File: src/rtl/riscv_pkg.sv
// Register map, TIMER_CTRL bit positions and byte-lane write helpers shared by
// the MMIO GPIO/timer peripheral and the firmware headers generated from it.
package riscv_pkg;

    localparam logic [7:0] REG_GPIO_OUT    = 8'h00;
    localparam logic [7:0] REG_GPIO_IN     = 8'h04;
    localparam logic [7:0] REG_GPIO_EDGE   = 8'h08;
    localparam logic [7:0] REG_TIMER_CTRL  = 8'h0C;
    localparam logic [7:0] REG_TIMER_LOAD  = 8'h10;
    localparam logic [7:0] REG_TIMER_COUNT = 8'h14;
    localparam logic [7:0] REG_STATUS      = 8'h18;
    localparam logic [7:0] REG_CYCLE       = 8'h1C;

    localparam int CTRL_EN      = 0;
    localparam int CTRL_AUTO    = 1;
    localparam int CTRL_TIRQ_EN = 2;
    localparam int CTRL_EIRQ_EN = 3;
    localparam int CTRL_BITS    = 4;

    function automatic logic [31:0] byte_mask(input logic [3:0] wen);
        logic [31:0] mask;
        for (int k = 0; k < 4; k++) begin
            mask[8*k +: 8] = {8{wen[k]}};
        end
        return mask;
    endfunction

    function automatic logic [31:0] byte_merge(input logic [31:0] old_val,
                                               input logic [31:0] wdata,
                                               input logic [3:0]  wen);
        logic [31:0] mask;
        mask = byte_mask(wen);
        return (old_val & ~mask) | (wdata & mask);
    endfunction

endpackage

File: src/rtl/mmio_gpio_timer_input_debouncer.sv
// Input path: 2-flop synchroniser, shared sample prescaler and a 3-sample
// agreement filter per bit, with a rising-edge pulse on each debounced 0->1.
module input_debouncer #(
    parameter int IN_WIDTH = 16,
    parameter int DEB_DIV  = 1000
) (
    input  logic                clk,
    input  logic                reset,
    input  logic [IN_WIDTH-1:0] din_i,
    output logic [IN_WIDTH-1:0] deb_o,
    output logic [IN_WIDTH-1:0] rise_o
);
    localparam int PW = (DEB_DIV > 1) ? $clog2(DEB_DIV) : 1;

    logic [IN_WIDTH-1:0]      sync1_q, sync2_q;
    logic [PW-1:0]            pre_q, pre_d;
    logic                     tick;
    logic [IN_WIDTH-1:0]      deb_q, deb_d;
    logic [IN_WIDTH-1:0][1:0] cnt_q, cnt_d;

    assign tick = (pre_q == PW'(DEB_DIV - 1));

    // NOTE: every signal driven in always_comb gets a default first, so no latch is inferred.
    always_comb begin
        pre_d = tick ? '0 : pre_q + 1'b1;
        deb_d = deb_q;
        cnt_d = cnt_q;
        if (tick) begin
            for (int i = 0; i < IN_WIDTH; i++) begin
                if (sync2_q[i] != deb_q[i]) begin
                    if (cnt_q[i] == 2'd2) begin
                        deb_d[i] = sync2_q[i];
                        cnt_d[i] = 2'd0;
                    end else begin
                        cnt_d[i] = cnt_q[i] + 2'd1;
                    end
                end else begin
                    cnt_d[i] = 2'd0;
                end
            end
        end
    end

    // NOTE: sequential state uses <= so every flop samples pre-edge values.
    always_ff @(posedge clk) begin
        if (reset) begin
            sync1_q <= '0;
            sync2_q <= '0;
            pre_q   <= '0;
            deb_q   <= '0;
            cnt_q   <= '0;
        end else begin
            sync1_q <= din_i;
            sync2_q <= sync1_q;
            pre_q   <= pre_d;
            deb_q   <= deb_d;
            cnt_q   <= cnt_d;
        end
    end

    assign deb_o  = deb_q;
    // Combinational so the edge flag sets on the same edge the debounced value rises.
    assign rise_o = deb_d & ~deb_q;

endmodule

File: src/rtl/mmio_gpio_timer.sv
// MMIO GPIO/timer peripheral: byte-strobed register file, debounced inputs with
// sticky edges, down-counting timer with interrupt, cycle counter, registered read.
module mmio_gpio_timer
    import riscv_pkg::*;
#(
    parameter int OUT_WIDTH   = 16,
    parameter int IN_WIDTH    = 16,
    parameter int DEB_DIV     = 1000,
    parameter int TIMER_WIDTH = 32
) (
    input  logic                 clk,
    input  logic                 reset,
    input  logic                 i_mmio_enable,
    input  logic [7:0]           i_mmio_addr,
    input  logic [3:0]           i_mmio_wen,
    input  logic [31:0]          i_mmio_data_in,
    output logic [31:0]          o_mmio_data_out,
    output logic [OUT_WIDTH-1:0] gpio_out,
    input  logic [IN_WIDTH-1:0]  gpio_in,
    output logic                 o_irq
);
    logic [IN_WIDTH-1:0]    deb_in, deb_rise;
    logic [OUT_WIDTH-1:0]   gpio_out_q, gpio_out_d;
    logic [IN_WIDTH-1:0]    edge_q, edge_d, edge_clr;
    logic [CTRL_BITS-1:0]   ctrl_q, ctrl_d, ctrl_new;
    logic [TIMER_WIDTH-1:0] load_q, load_d, load_new, count_q, count_d;
    logic                   expired_q, expired_d, irq_q, irq_d;
    logic [31:0]            cycle_q, cycle_d, rdata_q, rdata_d, wmask;
    logic [7:0]             sel;
    logic                   wr_en, rd_en, step, expire;
    logic                   gpio_wr, edge_wr, ctrl_wr, load_wr, status_wr;

    input_debouncer #(.IN_WIDTH(IN_WIDTH), .DEB_DIV(DEB_DIV)) u_debouncer (
        .clk    (clk),
        .reset  (reset),
        .din_i  (gpio_in),
        .deb_o  (deb_in),
        .rise_o (deb_rise)
    );

    assign sel       = i_mmio_addr & 8'hFC;
    assign wr_en     = i_mmio_enable && (i_mmio_wen != 4'b0000);
    assign rd_en     = i_mmio_enable && (i_mmio_wen == 4'b0000);
    assign wmask     = byte_mask(i_mmio_wen);
    assign gpio_wr   = wr_en && (sel == REG_GPIO_OUT);
    assign edge_wr   = wr_en && (sel == REG_GPIO_EDGE);
    assign ctrl_wr   = wr_en && (sel == REG_TIMER_CTRL);
    assign load_wr   = wr_en && (sel == REG_TIMER_LOAD);
    assign status_wr = wr_en && (sel == REG_STATUS);
    assign ctrl_new  = CTRL_BITS'(byte_merge(32'(ctrl_q), i_mmio_data_in, i_mmio_wen));
    assign load_new  = TIMER_WIDTH'(byte_merge(32'(load_q), i_mmio_data_in, i_mmio_wen));
    assign edge_clr  = edge_wr ? IN_WIDTH'(i_mmio_data_in & wmask) : '0;

    // A CTRL write clearing EN stops the timer in the very cycle of the write.
    assign step   = ctrl_q[CTRL_EN] && !(ctrl_wr && !ctrl_new[CTRL_EN]);
    assign expire = step && (count_q == '0);

    always_comb begin
        gpio_out_d = gpio_wr ? OUT_WIDTH'(byte_merge(32'(gpio_out_q), i_mmio_data_in, i_mmio_wen))
                             : gpio_out_q;
        edge_d     = (edge_q & ~edge_clr) | deb_rise;
        expired_d  = (expired_q && !(status_wr && wmask[0] && i_mmio_data_in[0])) || expire;
        ctrl_d     = ctrl_q;
        load_d     = load_q;
        count_d    = count_q;
        if (step) begin
            if (count_q != '0)          count_d = count_q - 1'b1;
            else if (ctrl_q[CTRL_AUTO]) count_d = load_q;
            else                        ctrl_d[CTRL_EN] = 1'b0;
        end
        // Bus writes override timer-driven updates to the same registers.
        if (ctrl_wr) ctrl_d = ctrl_new;
        if (load_wr) begin
            load_d  = load_new;
            count_d = load_new;
        end
        cycle_d = cycle_q + 32'd1;
        irq_d   = (ctrl_q[CTRL_TIRQ_EN] && expired_q) || (ctrl_q[CTRL_EIRQ_EN] && (|edge_q));
        rdata_d = '0;
        if (rd_en) begin
            case (sel)
                REG_GPIO_OUT:    rdata_d = 32'(gpio_out_q);
                REG_GPIO_IN:     rdata_d = 32'(deb_in);
                REG_GPIO_EDGE:   rdata_d = 32'(edge_q);
                REG_TIMER_CTRL:  rdata_d = 32'(ctrl_q);
                REG_TIMER_LOAD:  rdata_d = 32'(load_q);
                REG_TIMER_COUNT: rdata_d = 32'(count_q);
                REG_STATUS:      rdata_d = {31'd0, expired_q};
                REG_CYCLE:       rdata_d = cycle_q;
                default:         rdata_d = '0;
            endcase
        end
    end

    always_ff @(posedge clk) begin
        if (reset) begin
            gpio_out_q <= '0;
            edge_q     <= '0;
            ctrl_q     <= '0;
            load_q     <= '0;
            count_q    <= '0;
            expired_q  <= 1'b0;
            cycle_q    <= '0;
            irq_q      <= 1'b0;
            rdata_q    <= '0;
        end else begin
            gpio_out_q <= gpio_out_d;
            edge_q     <= edge_d;
            ctrl_q     <= ctrl_d;
            load_q     <= load_d;
            count_q    <= count_d;
            expired_q  <= expired_d;
            cycle_q    <= cycle_d;
            irq_q      <= irq_d;
            rdata_q    <= rdata_d;
        end
    end

    assign gpio_out        = gpio_out_q;
    assign o_mmio_data_out = rdata_q;
    assign o_irq           = irq_q;

endmodule

File: config.mk
export PLATFORM = sky130hd
export DESIGN_NAME = mmio_gpio_timer
export DESIGN_NICKNAME = d
export VERILOG_FILES = /design/src/rtl/riscv_pkg.sv /design/src/rtl/mmio_gpio_timer_input_debouncer.sv /design/src/rtl/mmio_gpio_timer.sv
export SDC_FILE = /design/constraint.sdc
export NUM_CORES = 1
export LEC_CHECK = 0
export ABC_AREA = 1
export BUFFER_PORTS_ARGS = -buffer_cell sky130_fd_sc_hd__buf_2
export CAP_MARGIN = 20
export CORE_MARGIN = 2
export CORE_UTILIZATION = 55
export CTS_CLUSTER_DIAMETER = 40
export DETAILED_ROUTE_END_ITERATION = 8
export GPL_TIMING_DRIVEN = 0
export PLACE_DENSITY = 0.71
export SKIP_LAST_GASP = 1
export SYNTH_ARGS = -nofsm -noshare
export SYNTH_HDL_FRONTEND = slang
export SYNTH_SLANG_ARGS = --single-unit
File: constraint.sdc
create_clock -name clk -period 2.05 [get_ports clk]
set_input_delay 0 -clock clk [delete_from_list [all_inputs] [get_ports clk]]
set_output_delay 0 -clock clk [all_outputs]
set_load 0.005 [all_outputs]
After elaboration in Yosys (flattened, before gate mapping)
Index checks and enable logic that the tools add are counted.

operators by class
  add/sub/neg operators = 19
  equality and inequality tests = 42
  muxes and demuxes = 75
  reductions and logical operators = 33
  bitwise operators = 14

operators with widths
  kind                   count
  $pmux 32 s8            1
  $mux 32                4
  $and 32x32->32         2
  $mux 2                 32
  $and 16x16->16         3
  $mux 1                 36
  $add 2x1->2 const B    16
  $add 32x1->32 const B  1
  $eq 2x2->1 const B     16
  $logic_not 32->1       1
  $mux 16                2
  $not 16->16            2
  $not 32->32            1
  $or 16x16->16          2
  $or 32x32->32          1
  $reduce_bool 32->1     1
  $sub 32x1->32 const B  1
  $eq 6x3->1 const B     4
  $ne 1x1->1             16
  $reduce_or 16->1       1
  $logic_and 1x1->1      15
  $eq 6x2->1 const B     2
  $add 10x1->10 const B  1
  $eq 10x10->1 const B   1
  other kinds (16)       21

word-level totals
  bits in registers = 256
  logic and storage cells = 213

Logic depth before layout (Yosys ltp)
  depth after elaboration = 9
  mapped depth = 14
  depth with buffers taken out = 12

Modules after synthesis
From an unflattened synthesis, not the netlist that was laid out.

unflattened totals
  cell total of the unflattened synthesis = 2100
  area, all modules = 13462.9 µm²

modules (own cells, without submodules)
  module           sequential area each (µm²)  instances  cells each  area each (µm²)
  mmio_gpio_timer  3323.2                      1          1506        9430.3
  input_debouncer  1801.7                      1          594         4032.6

Worst setup path before layout
Ideal clock, no wire load.

  kind = reg2reg
  start point = register count_q[0]
  end point = register count_q[25]
  arrival = 1.609 ns
  path slack = 0.375 ns
  path buffers = 2
  stages on the path, launching flop included = 13
  setup time = 0.066 ns
  cell sequence = dfxtp_1 > inv_1 > ha_1 > nand2_1 > nor2_2 > nand2_4 > nor2_4 > nand2_4 > nand2_4 > buf_12 > buf_12 > nor2_4 > a21oi_2

between the ends
  cells in the longest elaborated chain, start to end = 4
  elaborated cells on any way between the ends = 7
  those cells by class = add/sub (1); mux (3); reduce/logical (3)

RTL lines
  element                                              RTL line                source
  start: declaration                                   mmio_gpio_timer.sv:26   logic [TIMER_WIDTH-1:0] load_q, load_d, load_new, count_q, count_d;
  start signal: assignment                             mmio_gpio_timer.sv:111  count_q <= count_d;
  $sub 32x1->32 or $reduce_bool 32->1 (tied branches)  mmio_gpio_timer.sv:67   if (count_q != '0) count_d = count_q - 1'b1;
  $mux 32                                              mmio_gpio_timer.sv:67
  $mux 32                                              mmio_gpio_timer.sv:66   if (step) begin
  $mux 32                                              mmio_gpio_timer.sv:73   if (load_wr) begin

Several ways; a longest one is shown, not always the timed one. The select of a mux whose other input is x is not followed.
A chain may end at the register's enable or synchronous reset.

Worst setup path in the final report
  start point = register count_q[3]
  end point = register count_q[18]

Same word-level chain as after synthesis.

==> results.sh <==
export IMPL_vias=13400
export IMPL_syn_area_sq_um=12600
export IMPL_p_switching_mw=2.87
export IMPL_synthMuxAreaShare_pct=0
export IMPL_synthTopCellsByArea="dfxtp_1 41%, nand2_1 12%, nor2_1 8.0%, inv_1 7.2%, o21ai_0 4.8%"
export IMPL_yosysTopAreaCellShare_pct=40.8
export IMPL_start_kind="register"
export IMPL_fillers=1955
export IMPL_place_congestion=0.983
export IMPL_synthCells=1847
export IMPL_swShare_pct=23.4
export IMPL_io_pins=112
export IMPL_synth_edf_count=0
export IMPL_groute_usage_overall_pct=36.6
export IMPL_grt_first_pass_wirelength_um=68600
export IMPL_worst_pin_slew_ps=804
export IMPL_p_clk_share_pct=54.4
export IMPL_grt_start_max_net_pins=14
export IMPL_synth_compound_area_share_pct=15.4
export IMPL_via_per_inst=5.64
export IMPL_hpwl_um=33500
export IMPL_placed_cells=2238
export IMPL_rsz0062_at_grt="yes"
export IMPL_layoutNonFillerInstCount=2376
export IMPL_relSlewSlack_pct=46.4
export IMPL_final_setup_tns_ps=0
export IMPL_grt_antenna_before_repair=0
export IMPL_synth_fa_ha_area_share_pct=0.398
export IMPL_hp_class="in2reg"
export IMPL_yosysSeqAreaShare_pct=40.8
export IMPL_cts_path_max_buffers=3
export IMPL_areaGrowthSynthToFinish_pct=24.2
export IMPL_cell_internal_pwr_mw=9.38
export IMPL_fin_crit_ps=2010
export IMPL_fin_nets=2131
export IMPL_drv_cap=0
export IMPL_die_w_um=155
export IMPL_avgSynthCellArea_sq_um=6.81
export IMPL_detail_route_iter0_violations=1306
export IMPL_cp_data_required_time_ps=2460
export IMPL_port_buffers=106
export IMPL_start_util_pct=55.9
export IMPL_p_per_area_nw_per_um2=785
export IMPL_synthXorXnorAreaFrac_pct=1.74
export IMPL_drt_wl_total_um=44300
export IMPL_clock_latency_ps=520
export IMPL_rrSetupSlack_ps=40
export IMPL_numCtsBuffers=38
export IMPL_r2r_cells=10
export IMPL_fp_dieH_um=155
export IMPL_setup_viol=0
export IMPL_synth_seq_cells=256
export IMPL_pwr_share_comb_pct=4.4
export IMPL_leakage_nw=6.98
export IMPL_reg2reg_to="count_q[18]$_SDFFE_PP0P_"
export IMPL_whs_path_depth=5
export IMPL_synth_nets=1914
export IMPL_core_area_sq_um=22500
export IMPL_min_from="i_mmio_wen[1]"
export IMPL_antenna_cells=0
export IMPL_run_status="finished, final reports clean"
export IMPL_grt_pass1_vias=12600
export IMPL_async_flop_share_pct=0
export IMPL_setup_worst_path_end_class="register"
export IMPL_drcViolationCount=0
export IMPL_peakVddDrop_mv=0.715
export IMPL_grt_overflow_total=0
export IMPL_final_max_slew_viol_count=0
export IMPL_reg2reg_from="count_q[3]$_SDFFE_PP0P_"
export IMPL_ys_warn_count=0
export IMPL_worstPathMaxFanout=7
export IMPL_finalHoldViolCount=0
export IMPL_num_rows=55
export IMPL_ys_types=45
export IMPL_fin_skew_ps=11.6
export IMPL_synth_top_family_by_area="simple AND/OR/NAND/NOR gates"
export IMPL_drt_first_pass_iters=5
export IMPL_fin_crit_sh_pct=98.2
export IMPL_cts_tree="done"
export IMPL_drive_above_1_share_pct=14.2
export IMPL_yosysTopAreaCell="dfxtp_1"
export IMPL_critPathArrivalTime_ps=2430
export IMPL_synth_ff_type="dfxtp_1"
export IMPL_die_area_sq_um=24100
export IMPL_path_clk_slew_ps=60
export IMPL_cts_root_buf="clkbuf_16"
export IMPL_crit_type="reg2reg"
export IMPL_htreeDepth=2
export IMPL_wl_per_cell_um=18.7
export IMPL_yosys_area_share_simple_pct=31.5
export IMPL_antenna_left=0
export IMPL_seq_power_share_pct=41.2
export IMPL_clock_sinks=256
export IMPL_fmax_mhz=497
## worst max-delay path by stage
stage | startpoint | endpoint | slack (ps) | cells after the start
6_report | count_q[3]$_SDFFE_PP0P_ | count_q[18]$_SDFFE_PP0P_ | 40 | 10
3_3_place_gp | count_q[0]$_SDFFE_PP0P_ | count_q[18]$_SDFFE_PP0P_ | -220 | 11
2_1_floorplan | count_q[0]$_SDFFE_PP0P_ | count_q[25]$_SDFFE_PP0P_ | 370 | 12
5_1_grt | count_q[0]$_SDFFE_PP0P_ | count_q[18]$_SDFFE_PP0P_ | -40 | 11
4_1_cts | count_q[0]$_SDFFE_PP0P_ | count_q[18]$_SDFFE_PP0P_ | -80 | 11
3_5_place_dp | count_q[0]$_SDFFE_PP0P_ | count_q[18]$_SDFFE_PP0P_ | -250 | 11
## worst max-delay path: stages (launching register included)
cell     delay, ps
dfxtp_1        400
nor2_1         200
nand2_1        230
nor2_4         270
nand2_1        210
inv_1          150
nand2_1         70
nand2_1         90
nand3_1         90
a21oi_1        140
nor2_1          60
## area by class of cell
type	instances	area, sq um	share of cell area [%]
Timing Repair Buffer	177	1220	7.82
Buffer	72	350	2.24
Multi-Input combinational cell	1272	6320	40.5
Tap cell	285	357	2.28
Sequential cell	256	5130	32.9
Clock inverter	20	236	1.52
Clock buffer	47	1070	6.85
Inverter	247	927	5.94
## state kept, by name (all words and copies together), names as in the netlist, named ones only
signal,cells
count_q,32
cycle_q,32
load_q,32
o_mmio_data_out,32
u_debouncer.cnt_q,32
edge_q,16
u_debouncer.deb_o,16
u_debouncer.sync1_q,16
u_debouncer.sync2_q,16
u_debouncer.pre_q,10
ctrl_q,1
expired_q,1
o_irq,1
## Yosys cell counts, drive strengths merged (3+ instances only)
cell      n
xnor2    17
xor2      8
o21a      4
a22oi     6
o211a    11
buf      27
a211oi   15
clkbuf   45
nor4     13
nand3   112
dfxtp   256
a41oi     5
nand4    32
nor2    293
ha        4
nand2   404
a221oi    3
or2       6
o22ai    32
o221ai    3
nor3b     6
nor3     31
inv     246
a21oi   127
nand3b    8
a31oi     4
o21ai   120
## per-stage QoR
step	total power, mW	utilization, %	cell area (sq um)	hold slack (ps)	worst slack [ps]
final	12.2	69.4	15600	21.4	36.6
after global placement	5.58	59.8	13500	199	-217
after CTS	12.3	68.3	15400	13.9	-78.5
after global routing	12.5	69.4	15600	62.4	-44.1
after floorplan	5.39	-	12600	107	375
after detailed placement	5.58	59.8	13500	206	-249
## power groups by stage
stage | sequential, mW | clock [mW] | combinational [mW]
2_1_floorplan | 5.15 | 0 | 0.241
3_3_place_gp | 5.15 | 0 | 0.429
3_5_place_dp | 5.15 | 0 | 0.431
4_1_cts | 5.05 | 6.70 | 0.517
5_1_grt | 5.05 | 6.90 | 0.583
6_report | 5.05 | 6.66 | 0.541
## per-layer routing
metal	wire [um]	up-vias	track usage, %
met5	0	-	0
met4	2470	0	19.1
met3	3850	164	5.63
met2	20600	651	60.8
met1	17400	6121	46.3
li1	-	6460	-
## cell usage in the layout (no fill, tap or decap), drive strengths merged, types with 5 or more instances in the layout
| cell type | Yosys | final |
|---|---|---|
| nand3b | 8 | 8 |
| xor2 | 8 | 8 |
| dfxtp | 256 | 256 |
| inv | 246 | 254 |
| xnor2 | 17 | 17 |
| nor3b | 6 | 6 |
| o211a | 11 | 11 |
| nor2 | 293 | 293 |
| a21oi | 127 | 127 |
| nand2 | 404 | 404 |
| nor3 | 31 | 31 |
| nand4 | 32 | 32 |
| or2 | 6 | 6 |
| o22ai | 32 | 32 |
| o21ai | 120 | 120 |
| a211oi | 15 | 15 |
| a41oi | 5 | 5 |
| a22oi | 6 | 6 |
| dlygate4sd3 | 0 | 58 |
| clkinv | 1 | 7 |
| nor4 | 13 | 13 |
| nand3 | 112 | 112 |
| buf | 27 | 145 |
| clkbuf | 45 | 93 |
## timing repair
action	4_1_cts	5_1_grt
endpoints found under the setup margin	41	63
resized for setup	6	48
hold buffers	58	0
buffers inserted	2	11
hold endpoints to repair	74	0
pin swaps	1	8
## kinds of logic (layout without fill, tap and decap cells)
| group | after synthesis | after routing |
|---|---|---|
| AOI/OAI and AO/OA | 336 | 336 |
| DFF | 256 | 256 |
| adders and majority gates | 4 | 4 |
| and+or+nand+nor | 907 | 907 |
| xor gates and xnor gates | 25 | 25 |
| buffers and inverters | 319 | 563 |
Power figures use the tool's default switching activity.
